===== src/rtl/fb_pkg.sv =====
// Shared types and sizing for the frame-buffer access arbiter.
// Pixel address/data widths derive from the matrix geometry.
package fb_pkg;

    localparam int unsigned MATRIX_SIZE = 8;
    localparam int unsigned COLOR_DEPTH = 8;
    localparam int unsigned ADDR_W      = $clog2(MATRIX_SIZE * MATRIX_SIZE);
    localparam int unsigned DATA_W      = COLOR_DEPTH;

    typedef enum logic [1:0] {
        StRun,
        StSwapWait,
        StCopyRd,
        StCopyWr
    } fb_state_e;

    typedef enum logic [2:0] {
        GntNone,
        GntScan,
        GntCopy,
        GntWa,
        GntWb
    } fb_grant_e;

endpackage


===== src/rtl/rr_arb2.sv =====
// Two-requester round-robin arbiter with a global enable.
// On a tie the requester that did not win last time is granted.
module rr_arb2 (
    input  logic clk,
    input  logic rst,
    input  logic en,
    input  logic req_a,
    input  logic req_b,
    output logic gnt_a,
    output logic gnt_b
);

    // 1 = B was granted most recently; reset to B so A wins the first tie
    logic last_b_q;

    always_comb begin
        gnt_a = 1'b0;
        gnt_b = 1'b0;
        if (en) begin
            if (req_a && req_b) begin
                gnt_a = last_b_q;
                gnt_b = ~last_b_q;
            end else begin
                gnt_a = req_a;
                gnt_b = req_b;
            end
        end
    end

    always_ff @(posedge clk or posedge rst) begin
        if (rst) begin
            last_b_q <= 1'b1;
        end else if (gnt_a) begin
            last_b_q <= 1'b0;
        end else if (gnt_b) begin
            last_b_q <= 1'b1;
        end
    end

endmodule


===== src/rtl/fb_access_arbiter.sv =====
// Single-port frame-buffer RAM arbiter: scan reads first, then the post-swap
// front-to-back copy, then two round-robin pixel writers on the back bank.
module fb_access_arbiter
    import fb_pkg::*;
#(
    parameter int unsigned ADDR_W  = fb_pkg::ADDR_W,
    parameter int unsigned DATA_W  = fb_pkg::DATA_W,
    parameter bit          COPY_EN = 1'b1
) (
    input  logic              clk,
    input  logic              rst,
    input  logic              frame_end,
    input  logic              scan_en,
    input  logic [ADDR_W-1:0] scan_addr,
    output logic [DATA_W-1:0] scan_data,
    output logic              scan_valid,
    input  logic              wa_valid,
    output logic              wa_ready,
    input  logic [ADDR_W-1:0] wa_addr,
    input  logic [DATA_W-1:0] wa_data,
    input  logic              wb_valid,
    output logic              wb_ready,
    input  logic [ADDR_W-1:0] wb_addr,
    input  logic [DATA_W-1:0] wb_data,
    input  logic              swap_req,
    output logic              swap_busy,
    output logic              swap_done,
    output logic              front_bank,
    output logic              ram_en,
    output logic              ram_we,
    output logic [ADDR_W:0]   ram_addr,
    output logic [DATA_W-1:0] ram_wdata,
    input  logic [DATA_W-1:0] ram_rdata
);

    localparam logic [ADDR_W-1:0] LastIdx = '1;

    fb_state_e         state_q, state_d;
    fb_grant_e         grant;
    logic              front_q, front_d;
    logic [ADDR_W-1:0] copy_idx_q, copy_idx_d;
    logic [DATA_W-1:0] copy_buf_q;
    logic              copy_pend_q, copy_pend_d;
    logic              scan_valid_q;
    logic [DATA_W-1:0] scan_data_q;
    logic              swap_done_q, swap_done_d;
    logic [DATA_W-1:0] copy_wdata;
    logic              arb_en;
    logic              gnt_a;
    logic              gnt_b;

    assign arb_en = ~rst & ~scan_en & (state_q == StRun);

    rr_arb2 u_rr_arb2 (
        .clk   (clk),
        .rst   (rst),
        .en    (arb_en),
        .req_a (wa_valid),
        .req_b (wb_valid),
        .gnt_a (gnt_a),
        .gnt_b (gnt_b)
    );

    // The read issued in COPY_RD returns in the very next cycle, which is also
    // the first COPY_WR opportunity, so forward it instead of waiting for copy_buf.
    assign copy_wdata = copy_pend_q ? ram_rdata : copy_buf_q;

    always_comb begin
        grant       = GntNone;
        ram_en      = 1'b0;
        ram_we      = 1'b0;
        ram_addr    = '0;
        ram_wdata   = '0;
        state_d     = state_q;
        front_d     = front_q;
        copy_idx_d  = copy_idx_q;
        swap_done_d = 1'b0;

        if (!rst) begin
            if (scan_en) begin
                grant    = GntScan;
                ram_en   = 1'b1;
                ram_addr = {front_q, scan_addr};
            end else if (state_q == StCopyRd) begin
                grant    = GntCopy;
                ram_en   = 1'b1;
                ram_addr = {front_q, copy_idx_q};
            end else if (state_q == StCopyWr) begin
                grant     = GntCopy;
                ram_en    = 1'b1;
                ram_we    = 1'b1;
                ram_addr  = {~front_q, copy_idx_q};
                ram_wdata = copy_wdata;
            end else if (gnt_a) begin
                grant     = GntWa;
                ram_en    = 1'b1;
                ram_we    = 1'b1;
                ram_addr  = {~front_q, wa_addr};
                ram_wdata = wa_data;
            end else if (gnt_b) begin
                grant     = GntWb;
                ram_en    = 1'b1;
                ram_we    = 1'b1;
                ram_addr  = {~front_q, wb_addr};
                ram_wdata = wb_data;
            end
        end

        unique case (state_q)
            StRun: begin
                if (swap_req) begin
                    state_d = StSwapWait;
                end
            end
            StSwapWait: begin
                if (frame_end) begin
                    front_d    = ~front_q;
                    copy_idx_d = '0;
                    if (COPY_EN) begin
                        state_d = StCopyRd;
                    end else begin
                        state_d     = StRun;
                        swap_done_d = 1'b1;
                    end
                end
            end
            StCopyRd: begin
                if (grant == GntCopy) begin
                    state_d = StCopyWr;
                end
            end
            StCopyWr: begin
                if (grant == GntCopy) begin
                    if (copy_idx_q == LastIdx) begin
                        state_d     = StRun;
                        swap_done_d = 1'b1;
                        copy_idx_d  = '0;
                    end else begin
                        state_d    = StCopyRd;
                        copy_idx_d = copy_idx_q + 1'b1;
                    end
                end
            end
        endcase
    end

    assign copy_pend_d = (grant == GntCopy) && (state_q == StCopyRd);

    always_ff @(posedge clk or posedge rst) begin
        if (rst) begin
            state_q      <= StRun;
            front_q      <= 1'b0;
            copy_idx_q   <= '0;
            copy_buf_q   <= '0;
            copy_pend_q  <= 1'b0;
            scan_valid_q <= 1'b0;
            scan_data_q  <= '0;
            swap_done_q  <= 1'b0;
        end else begin
            state_q      <= state_d;
            front_q      <= front_d;
            copy_idx_q   <= copy_idx_d;
            copy_pend_q  <= copy_pend_d;
            scan_valid_q <= scan_en;
            swap_done_q  <= swap_done_d;
            // Captured even when scan pre-empts the following COPY_WR slot
            if (copy_pend_q) begin
                copy_buf_q <= ram_rdata;
            end
            if (scan_valid_q) begin
                scan_data_q <= ram_rdata;
            end
        end
    end

    assign scan_valid = scan_valid_q;
    assign scan_data  = scan_valid_q ? ram_rdata : scan_data_q;
    assign swap_busy  = (state_q != StRun);
    assign swap_done  = swap_done_q;
    assign front_bank = front_q;
    assign wa_ready   = (grant == GntWa);
    assign wb_ready   = (grant == GntWb);

endmodule


===== config.mk =====
export PLATFORM = sky130hd
export DESIGN_NAME = fb_access_arbiter
export DESIGN_NICKNAME = d
export VERILOG_FILES = /design/src/rtl/fb_pkg.sv /design/src/rtl/rr_arb2.sv /design/src/rtl/fb_access_arbiter.sv
export SDC_FILE = /design/constraint.sdc
export NUM_CORES = 1
export LEC_CHECK = 0
export CAP_MARGIN = 20
export CORE_MARGIN = 3
export CORE_UTILIZATION = 28
export DETAILED_ROUTE_END_ITERATION = 8
export HOLD_SLACK_MARGIN = 0.05
export PLACE_DENSITY = 0.66
export SLEW_MARGIN = 20
export SYNTH_ARGS = -nofsm -noshare
export SYNTH_HDL_FRONTEND = slang
export SYNTH_SLANG_ARGS = --single-unit

===== constraint.sdc =====
create_clock -name clk -period 4.3 [get_ports clk]
set_input_delay 1.29 -clock clk [delete_from_list [all_inputs] [get_ports clk]]
set_output_delay 1.29 -clock clk [all_outputs]
set_load 0.01 [all_outputs]

# After elaboration in Yosys (flattened, before gate mapping)
# Cells that the tools add are included.
[totals]
reg_bits = 29
out_inout_bits = 31
elab_cells = 84
n_memories = 0
latch_bits = 0
inputBits = 49
mem_bits_rw = 0
romBits = 0
[classes]
eq_ne = 11
n_reduce_logical = 9
mux = 48
shifts = 0
mul = 0
n_addsub = 1
bitwise_logic = 6
magnitude_cmp = 0
div_mod_pow = 0
[ops]
columns = ["op", "n"]
rows = [
  ["$mux W8", 8],
  ["$mux W7", 6],
  ["$mux W1", 18],
  ["$mux W3", 6],
  ["$mux W6", 3],
  ["$pmux W6 S2", 1],
  ["$mux W2", 5],
  ["$pmux W2 S4", 1],
  ["$add A6 B1 Y6 const B", 1],
  ["$eq A3 B2 Y1 const B", 2],
  ["$eq A6 B6 Y1 const B", 1],
  ["$ne A2 B2 Y1 const B", 3],
  ["$reduce_bool A2 Y1", 3],
  ["$eq A2 B2 Y1 const B", 2],
  ["$not A1 Y1", 4],
  ["$reduce_and A4 Y1", 1],
  ["$eq A3 B3 Y1 const B", 1],
  ["$reduce_and A3 Y1", 1],
  ["$and A1 B1 Y1", 2],
  ["$eq A2 B1 Y1 const B", 1],
  ["$logic_and A1 B1 Y1", 2],
  ["$logic_not A2 Y1", 1],
  ["$ne A2 B1 Y1 const B", 1],
  ["$reduce_and A2 Y1", 1],
]

# Logic depth before layout (Yosys ltp)
# Gate-level depths: netlist of run 1.
[depth]
depth_word = 13
ltp_mapped = 6
depth_no_buf = 5

# Hierarchy
# A second synthesis of run 1 with hierarchy kept.
[unflattened]
cells_unflattened = 172
area_unflattened_um2 = 1711.6
[modules_own_cells]
columns = ["mod", "area_per_inst_um2", "seq_area_each_um2", "n_inst", "cells_per_inst"]
rows = [
  ["fb_access_arbiter", 1645.3, 700.7, 1, 163],
  ["rr_arb2", 66.3, 26.3, 1, 9],
]

# Worst setup path before layout of run 1
# Ideal clock, no wire load.
[synth_timing]
path_type = "in2out"
start = "in rst"
end = "out ram_addr[6]"
arrival_ps = 2585
required_ps = 3010
setup_slack_ps = 425
n_path_buf = 1
cell_stages = 4
path_cell_list = "buf_2 > inv_1 > o31a_1 > and2_1"
[synth_via]
elab_chain_cells = 10
word_cells_on_any_way = 11
classes_between = "mux: 8; bitwise: 3"
[synth_rtl]
columns = ["element", "line_no", "source"]
rows = [
  ["from (decl)", "fb_access_arbiter.sv:11", "input logic rst,"],
  ["$not A1 Y1", "fb_access_arbiter.sv:52", "assign arb_en = ~rst & ~scan_en & (state_q == StRun);"],
  ["$and A1 B1 Y1 (2 in a row)", "fb_access_arbiter.sv:52", ""],
  ["$mux W1", "rr_arb2.sv:19", "if (en) begin"],
  ["$mux W7", "fb_access_arbiter.sv:100", "end else if (gnt_b) begin"],
  ["$mux W7", "fb_access_arbiter.sv:94", "end else if (gnt_a) begin"],
  ["$mux W7", "fb_access_arbiter.sv:88", "end else if (state_q == StCopyWr) begin"],
  ["$mux W7", "fb_access_arbiter.sv:84", "end else if (state_q == StCopyRd) begin"],
  ["$mux W7", "fb_access_arbiter.sv:80", "if (scan_en) begin"],
  ["$mux W7 *", "fb_access_arbiter.sv:79", "if (!rst) begin"],
  ["to (decl)", "fb_access_arbiter.sv:31", "output logic [ADDR_W:0] ram_addr,"],
]
# Mark *: on every way between the ends. The rest lies on a longest branch, timed or not.

# Worst setup path after layout of run 1
[layout_timing]
start = "in wb_valid"
end = "out ram_addr[3]"
[layout_via]
elab_chain_cells = 9
word_cells_on_any_way = 11
classes_between = "mux: 10; reduce/logical: 1"
[layout_rtl]
columns = ["element", "line_no", "source"]
rows = [
  ["from (decl)", "fb_access_arbiter.sv:21", "input logic wb_valid,"],
  ["$logic_and A1 B1 Y1", "rr_arb2.sv:20", "if (req_a && req_b) begin"],
  ["$mux W1", "rr_arb2.sv:20", ""],
  ["$mux W1", "rr_arb2.sv:19", ""],
  ["$mux W7", "fb_access_arbiter.sv:100", ""],
  ["$mux W7 *", "fb_access_arbiter.sv:94", ""],
  ["$mux W7 *", "fb_access_arbiter.sv:88", ""],
  ["$mux W7 *", "fb_access_arbiter.sv:84", ""],
  ["$mux W7 *", "fb_access_arbiter.sv:80", ""],
  ["$mux W7 *", "fb_access_arbiter.sv:79", ""],
]
# Marked as above.

==> results.py, run 1 <==
metrics = {
    "status": {
        "status": "finished clean",
    },
    "critical_path": {
        "critPathCaptureType": "output port",
        "critical_path.top_delay_family": "buffers and inverters",
        "cp_slowest_cell": "clkdlybuf4s50_1",
        "crit_chain": "dlygate4sd2_1 -> a21boi_4 -> buf_4 -> a22oi_1 -> a21oi_2 -> clkdlybuf4s50_1",
        "cp-start-kind": "input pin",
        "crit_type": "in2out",
        "cp_max_fo": 7,
        "cp_num_buf_inv": 3,
        "max_stage_delay_ns": 0.55,
        "worst_ep_arrival_time_ns": 2.88,
        "required_ns": 3.01,
    },
    "drt": {
        "drc_errors": 0,
        "initialDrtViolationCount": 76,
        "viasPerCell": 5.01,
        "ant_nets": 0,
        "wl_per_cell_um": 16.8,
        "dr.pass1.iters": 4,
        "via_count": 1707,
        "routed_wl_um": 5730,
    },
    "job": {
        "maxCapViolCount": 0,
    },
    "layout": {
        "drive_gt1_share_pct": 23.4,
        "syn_to_final_growth_pct": 69.1,
        "n_antenna_cell": 0,
        "layout.nets": 318,
        "finalInstanceArea_um2": 2820,
    },
    "sta": {
        "finalSetupViolations": 0,
        "worst_slew_pin_slew_ns": 0.464,
        "fmaxAchievable_mhz": 240,
        "post-route-period-util_pct": 97.0,
        "setup_tns_ns": 0,
        "hold_viol": 0,
        "slew_violations": 0,
        "final.setup_skew_ns": 0.00601,
        "rsz0062_at_grt": "false",
        "max_slew_margin_pct": 69.1,
        "fin_crit_ns": 4.17,
    },
    "clock_tree": {
        "cts-root-buf": "clkbuf_8",
        "clockBufferDepth": 2,
        "numCtsBuffers": 5,
        "clock_latency_ns": 0.28,
        "cts_tree": "yes",
        "cts.htree.levels": 2,
        "hold_buffers": 0,
        "cts.sinks": 29,
        "path_clk_slew_ns": 0.07,
    },
    "yosys": {
        "ys_seq_area_share_pct": 43.6,
        "synth_top_cell_by_area": "dfrtp_1",
        "synth_edf_count": 0,
        "avgSynthCellArea_um2": 9.94,
        "yosysWarningCount": 0,
        "synthArstFlopShare_pct": 100,
        "synth_top_area_share_pct": 42.0,
        "synth_area_leaders": "dfrtp_1, mux2_2, a22oi_1, a221o_1, nand2_1",
        "synth_commonest_cells": "dfrtp_1, mux2_2, nand2_1",
        "ys.flop_type": "dfrtp_1",
        "syn-num-nets": 218,
        "ys_ff_latch": 29,
        "syn-cell-area_um2": 1670,
        "netlist_instances": 168,
        "yosysUniqueCellTypes": 36,
        "synth.most_common_cell": "dfrtp_1",
    },
    "floorplan": {
        "dieHeight_um": 83.2,
        "fp-row-count": 27,
        "core_area_um2": 5640,
        "start_util_pct": 29.6,
        "ios": 80,
        "dieArea_um2": 6920,
        "fp.dieW_um": 83.2,
    },
    "global_route": {
        "grt_pass1_vias": 1839,
        "grt_max_degree": 30,
        "grt_overflow": 0,
        "grt_pass1_wl_um": 9460,
        "antenna_found_initial": 0,
        "grt_usage_pct": 17.1,
    },
    "worst_hold_path": {
        "min_path_type": "reg2reg",
    },
    "power": {
        "p_leak_uw": 0.00123,
        "p_per_area_nw_per_um2": 354,
        "ir_drop_v": 0.000133,
    },
    "place": {
        "dp_hpwl_um": 4130,
        "io_buffers": 79,
        "place_area_um2": 2650,
        "finalWeightedCongestion": 0.859,
    },
}
[cells in the final DEF, fill, tap and decap left out, drive strengths merged, types with 5 or more instances in the layout]
cell and n:
dfrtp 28, a22oi 12, dlygate4sd2 5, a21oi 15
mux2 16, o21ai 11, clkbuf 7, nor2 9
buf 25, a221o 6, nand2 15, inv 9
clkdlybuf4s50 74
[cells by family after synthesis]
logic type,after synthesis,synth area share [%]
XOR/XNOR,4,2.10
flip-flops,29,43.6
multiplexers,17,11.4
AND/OR/NAND/NOR,42,13.5
AO/OA/AOI/OAI,54,22.6
adder cells (fa/ha/maj),1,0.750
buffers and inverters,21,6.15
[routing by layer]
layer / wire [µm] / global-route usage, % / vias up / part of all wire [%]
met2: 2620 / 28.1 / 72 / 46
li1: - / - / 813 / -
met4: 44 / 4.61 / 0 / 0.77
met1: 2580 / 21.2 / 817 / 45
met3: 479 / 6.05 / 5 / 8.4
met5: 0 / 0 / - / 0
[sequential cells by signal (all words and copies together), names as in the netlist]
name and flops:
state_q 2, copy_idx_q 6, swap_done 1, u_rr_arb2.last_b_q 1
scan_data_q 8, scan_valid 1, front_bank 1, copy_buf_q 8
copy_pend_q 1
[worst paths after layout]
| check | from | endpoint | slack (ns) | depth (start not counted) |
|---|---|---|---|---|
| max | wb_valid | ram_addr[3] | 0.13 | 6 |
| max reg2reg | state_q[0] | copy_idx_q[3] | 2.52 | 5 |
| min reg2reg | scan_data_q[5] | scan_data_q[5] | 0.50 | 1 |
| min | scan_data_q[5] | scan_data_q[5] | 0.50 | 1 |
| min in group asynchronous | rst | copy_pend_q | 1.44 | 4 |
| max in group asynchronous | rst | u_rr_arb2.last_b_q | 2.55 | 4 |
[per-stage QoR]
| stage | power (µW) | instances | worst slack [ns] | hold WS (ns) | utilization [%] |
|---|---|---|---|---|---|
| 2_1_floorplan | 561 | 168 | 0.425 | 0.472 | - |
| 4_1_cts | 1010 | 341 | 0.119 | 0.503 | 50.0 |
| 6_report | 999 | 341 | 0.128 | 0.498 | 50.0 |
| 3_5_place_dp | 741 | 330 | -0.166 | 0.488 | 47.0 |
| 5_1_grt | 1060 | 341 | 0.0292 | 0.516 | 50.0 |
| 3_3_place_gp | 731 | 330 | -0.136 | 0.478 | 47.0 |
[report_power, final]
group | switching, µW | leakage, µW | internal, µW | total (µW)
sequential | 57.6 | 0.000349 | 341 | 399
combinational | 144 | 0.000828 | 203 | 348
clock | 108 | 0.0000542 | 145 | 252
total | 309 | 0.00123 | 689 | 999
[layout make-up]
type	count	area, µm²
flip-flops and latches	29	727
repair buffers	104	981
clock inverters	1	5.00
well taps	72	90.1
inverters	9	33.8
fillers	527	2820
multi-input cells	119	890
clock buffers	7	96.3
[repair_timing]
| item | in CTS | in global routing |
|---|---|---|
| gates resized for setup | 19 | 0 |
| endpoints found under the setup margin | 16 | 0 |
| buffers inserted | 0 | 0 |
Note: power is estimated with default switching activity, not from simulation.
==> inputs of run 2 (changes only) <==
==> constraint.sdc (replaced) <==
create_clock -name clk -period 4.8 [get_ports clk]
set_input_delay 1.44 -clock clk [delete_from_list [all_inputs] [get_ports clk]]
set_output_delay 1.44 -clock clk [all_outputs]
set_load 0.005 [all_outputs]
==> run 2 against run 1 <==
- register-to-register slack improved by 0.40 ns
- global-route usage shrank 0.93 points
- setup slack lost 0.035 ns
- clock power down 19%
- cell count shrank 4.4%
- worst hold slack worse by 0.0030 ns
- flip-flop and latch count unchanged
- routed wire length down 4.8%
- die area did not move
- first-iteration DRC count is 3.9% lower
- non-clock buffer count shrank 14
- count of clock-buffer cells in the layout increased by 1
- critical path type unchanged
- highest routed layer unchanged
==> results.py, run 2 (same netlist as run 1, synthesis figures left out) <==
metrics = {
    "clock_tree": {
        "cts.sinks": 29,
        "cts.htree.levels": 2,
        "clock_latency_ns": 0.27,
        "path_clk_slew_ns": 0.06,
        "cts_tree": "yes",
        "clockBufferDepth": 2,
        "hold_buffers": 0,
        "numCtsBuffers": 5,
        "cts-root-buf": "clkbuf_8",
    },
    "critical_path": {
        "cp_num_buf_inv": 2,
        "cp-start-kind": "input pin",
        "cp_slowest_cell": "clkdlybuf4s50_1",
        "crit_path_frequent_cell": "clkdlybuf4s50_1",
        "cp_max_fo": 9,
        "required_ns": 3.36,
        "worst_ep_arrival_time_ns": 3.27,
        "critical_path.top_delay_family": "buffers and inverters",
        "crit_chain": "clkdlybuf4s50_1 -> nor2_2 -> nand2b_4 -> a221o_1 -> a21oi_1 -> clkdlybuf4s50_1",
        "crit_type": "in2out",
        "max_stage_delay_ns": 0.54,
        "critPathCaptureType": "output port",
    },
    "floorplan": {
        "start_util_pct": 29.6,
        "core_area_um2": 5640,
        "dieHeight_um": 83.2,
        "fp-row-count": 27,
        "dieArea_um2": 6920,
        "fp.dieW_um": 83.2,
        "ios": 80,
    },
    "power": {
        "p_per_area_nw_per_um2": 314,
        "ir_drop_v": 0.000113,
        "p_leak_uw": 0.00112,
    },
    "drt": {
        "routed_wl_um": 5450,
        "drc_errors": 0,
        "initialDrtViolationCount": 73,
        "dr.pass1.iters": 4,
        "viasPerCell": 5.02,
        "wl_per_cell_um": 16.7,
        "ant_nets": 0,
        "via_count": 1636,
    },
    "sta": {
        "max_slew_margin_pct": 60.7,
        "slew_violations": 0,
        "hold_viol": 0,
        "finalSetupViolations": 0,
        "setup_tns_ns": 0,
        "worst_slew_pin_slew_ns": 0.589,
        "final.setup_skew_ns": 0.00521,
        "fmaxAchievable_mhz": 212,
        "fin_crit_ns": 4.71,
        "post-route-period-util_pct": 98.1,
        "timing.hold.ws_ns": 0.495,
        "rsz0062_at_grt": "false",
    },
    "job": {
        "maxCapViolCount": 0,
    },
    "global_route": {
        "grt_pass1_wl_um": 8950,
        "grt_pass1_vias": 1698,
        "grt_usage_pct": 16.2,
        "grt_overflow": 0,
        "grt_max_degree": 30,
        "antenna_found_initial": 0,
    },
    "place": {
        "finalWeightedCongestion": 0.836,
        "io_buffers": 79,
        "dp_hpwl_um": 4140,
    },
    "layout": {
        "layout_commonest_cell": "clkdlybuf4s50_1",
        "drive_gt1_share_pct": 17.3,
        "syn_to_final_growth_pct": 59.3,
        "largestRegisters": "copy_buf_q: 8 flops, scan_data_q: 8 flops, copy_idx_q: 6 flops",
        "layout_common_cells": "clkdlybuf4s50_1, dfrtp_1, mux2_2",
        "n_antenna_cell": 0,
        "layout.nets": 303,
    },
    "status": {
        "status": "finished clean",
    },
    "worst_hold_path": {
        "min_path_type": "reg2reg",
    },
}
## run 2: cell count changes in the layout (fill, tap and decap cells not counted), moves of 2 or more
cell and change:
a21boi_4 -2, buf_4 -11, buf_6 -3, clkbuf_1 +2, clkdlybuf4s50_1 +5, dlygate4sd2_1 -5
## run 2: power breakdown
group	leakage, µW	internal [µW]	total [µW]	switching, µW
sequential	0.000349	306	356	49.4
clock	0.0000455	117	203	85.9
combinational	0.000729	166	277	111
total	0.00112	589	835	246
## run 2: layer usage
layer	global-route usage, %	vias up	share of wire (%)
li1	-	779	-
met1	20.9	778	43
met2	25.1	75	47
met3	5.85	4	9.0
met4	4.90	0	1.2
met5	0	-	0
## run 2: final cells by class
type | instances | area (µm²)
Tap cell | 72 | 90.1
Fill cell | 529 | 2980
Multi-Input combinational cell | 118 | 847
Clock buffer | 8 | 90.1
Inverter | 9 | 33.8
Timing Repair Buffer | 90 | 871
Sequential cell | 29 | 727
## run 2: path summary, 6_finish.rpt
path	endpoint	cells after the start	startpoint	slack (ns)
hold / removal	scan_data_q[3]	1	scan_data_q[3]	0.49
min in group asynchronous	copy_idx_q[0]	4	rst	1.84
max in group asynchronous	u_rr_arb2.last_b_q	4	rst	2.65
setup / recovery	ram_addr[4]	6	rst	0.09
setup reg to reg	copy_idx_q[3]	5	state_q[1]	2.92
hold reg to reg	scan_data_q[3]	1	scan_data_q[3]	0.49
## run 2: through the flow
stage,total power (µW),setup slack [ns],area (µm²),utilization (%),cells
2_1_floorplan,491,0.710,1670,-,168
3_3_place_gp,627,0.0963,2560,45.3,317
3_5_place_dp,635,0.0744,2560,45.3,317
4_1_cts,845,0.0732,2650,46.9,325
5_1_grt,896,0.00827,2660,47.1,326
6_report,835,0.0935,2660,47.1,326
## run 2: timing repair
| action | 4_1_cts | 5_1_grt |
|---|---|---|
| buffers inserted | 0 | 0 |
| setup endpoints to repair | 0 | 4 |
| gates resized for setup | 0 | 6 |
==> inputs of run 3 (changes only) <==
CORE_ASPECT_RATIO = 0.75   (was default)
==> run 3 against run 2 <==
- worst hold slack improved by 0.0030 ns
- critical endpoint unchanged
- largest power group unchanged
- largest cell class unchanged
- maximum frequency rose by 0.28%
- combinational power fell by 2%
- final area rose by 2.6%
- flip-flop and latch count did not move
- utilization rose by 2.0 points
- sequential share of layout area fell by 0.69 points
- cell count rose by 1.5%
- routed wire length fell by 8.4%
- register-to-register slack improved by 0.04 ns
- clock power rose by 47%
- global-route usage fell by 1.4 points
==> results.py, run 3 (same netlist as run 1, synthesis figures left out) <==
metrics = {
    "place": {
        "finalWeightedCongestion": 0.811,
        "io_buffers": 79,
        "placed_cells": 322,
        "dp_hpwl_um": 3800,
        "dpl_worst_slack_ns": 0.0703,
    },
    "drt": {
        "wl_per_cell_um": 15.1,
        "drc_errors": 0,
        "initialDrtViolationCount": 22,
        "routed_wl_um": 4990,
        "viasPerCell": 4.86,
        "via_count": 1610,
        "ant_nets": 0,
        "dr.pass1.iters": 4,
    },
    "sta": {
        "fmaxAchievable_mhz": 213,
        "setup_slack_ns": 0.106,
        "rsz0062_at_grt": "false",
        "slew_violations": 0,
        "worst_slew_pin_slew_ns": 0.625,
        "fin_crit_ns": 4.69,
        "final.setup_skew_ns": 0.00341,
        "hold_viol": 0,
        "setup_tns_ns": 0,
        "finalSetupViolations": 0,
        "timing.hold.ws_ns": 0.498,
        "max_slew_margin_pct": 58.3,
        "post-route-period-util_pct": 97.8,
    },
    "floorplan": {
        "dieArea_um2": 6930,
        "fp.dieW_um": 95.2,
        "ios": 80,
        "start_util_pct": 30.1,
        "core_area_um2": 5550,
        "dieHeight_um": 72.9,
        "fp-row-count": 23,
    },
    "clock_tree": {
        "cts.htree.levels": 2,
        "cts_tree": "yes",
        "clock_latency_ns": 0.28,
        "post_cts_buffers": 0,
        "cts-root-buf": "clkbuf_8",
        "clockBufferDepth": 2,
        "path_clk_slew_ns": 0.06,
        "cts.sinks": 29,
        "numCtsBuffers": 5,
    },
    "power": {
        "ir_drop_v": 0.000180,
        "p_leak_uw": 0.00116,
        "p_per_area_nw_per_um2": 340,
        "finalPower_uw": 926,
    },
    "layout": {
        "syn_to_final_growth_pct": 63.4,
        "largestRegisters": "copy_buf_q: 8 flops, scan_data_q: 8 flops, copy_idx_q: 6 flops",
        "layout.nets": 305,
        "drive_gt1_share_pct": 18.8,
        "n_antenna_cell": 0,
        "layout_common_cells": "clkdlybuf4s50_1, dfrtp_1, mux2_2",
        "stdcell_count": 331,
        "layout_commonest_cell": "clkdlybuf4s50_1",
    },
    "critical_path": {
        "required_ns": 3.36,
        "cp_max_fo": 7,
        "r2r_start": "state_q[1]",
        "cp-startpoint": "rst",
        "worst_ep_arrival_time_ns": 3.25,
        "cp-start-kind": "input pin",
        "critPathCaptureType": "output port",
        "regToRegSetupSlack_ns": 2.96,
        "crit_type": "in2out",
    },
    "job": {
        "maxCapViolCount": 0,
    },
    "worst_hold_path": {
        "min_path_type": "reg2reg",
        "hold_start": "scan_data_q[5]",
    },
    "global_route": {
        "grt_usage_pct": 14.8,
        "grt_pass1_wl_um": 8030,
        "grt_pass1_vias": 1696,
        "grt_max_degree": 30,
        "grt_overflow": 0,
        "antenna_found_initial": 0,
    },
    "status": {
        "status": "finished clean",
    },
}
run 3: cell types whose count changed in the layout (fill, tap and decap cells not counted), sizes merged:
cell	before	now
buf	11	12
clkinv	0	1
bufinv	0	2
clkdlybuf4s15	0	1
clkbuf	8	5
run 3: power breakdown:
group          internal (µW)  leakage, µW  total [µW]  switching, µW
registers                306     0.000349         355           48.6
clock network            206    0.0000681         299           93.2
logic                    167     0.000739         272            105
total                    679      0.00116         926            247
run 3: path summary, 6_finish.rpt:
path / end / cells after the start
setup / recovery: ram_addr[4] / 6
hold / removal: scan_data_q[5] / 1
setup reg to reg: copy_idx_q[3] / 4
hold reg to reg: scan_data_q[5] / 1
max in group asynchronous: u_rr_arb2.last_b_q / 3
min in group asynchronous: copy_pend_q / 3
run 3: repair_timing:
action                                  CTS  global route
hold buffers                              0             0
gates resized for setup                   0             2
endpoints found under the setup margin    0             6
run 3: routing by layer:
metal	vias up	GRT usage, %	wire length, µm
met1	766	19.3	2340
met2	49	23.9	2230
li1	786	-	-
met3	9	3.71	345
met4	0	4.80	70
met5	-	0	0
run 3: metrics by stage:
stage | util (%) | cell area [µm²]
6_report | 49.1 | 2730
5_1_grt | 49.1 | 2730
4_1_cts | 48.8 | 2710
3_5_place_dp | 46.4 | 2570
3_3_place_gp | 46.4 | 2570
2_1_floorplan | - | 1670
run 3: layout make-up:
cell class | count | area, µm²
Clock inverter | 3 | 65.1
Sequential cell | 29 | 727
Clock buffer | 5 | 68.8
Tap cell | 75 | 93.8
Inverter | 9 | 33.8
Fill cell | 523 | 2830
Timing Repair Buffer | 92 | 892
Multi-Input combinational cell | 118 | 847
run 3: critical path, cell delays in order:
cell and delay (ns):
clkdlybuf4s50_1 0.52, nor2_2 0.23, nand2b_4 0.12, a221o_1 0.32, a21oi_1 0.11, clkdlybuf4s50_1 0.51
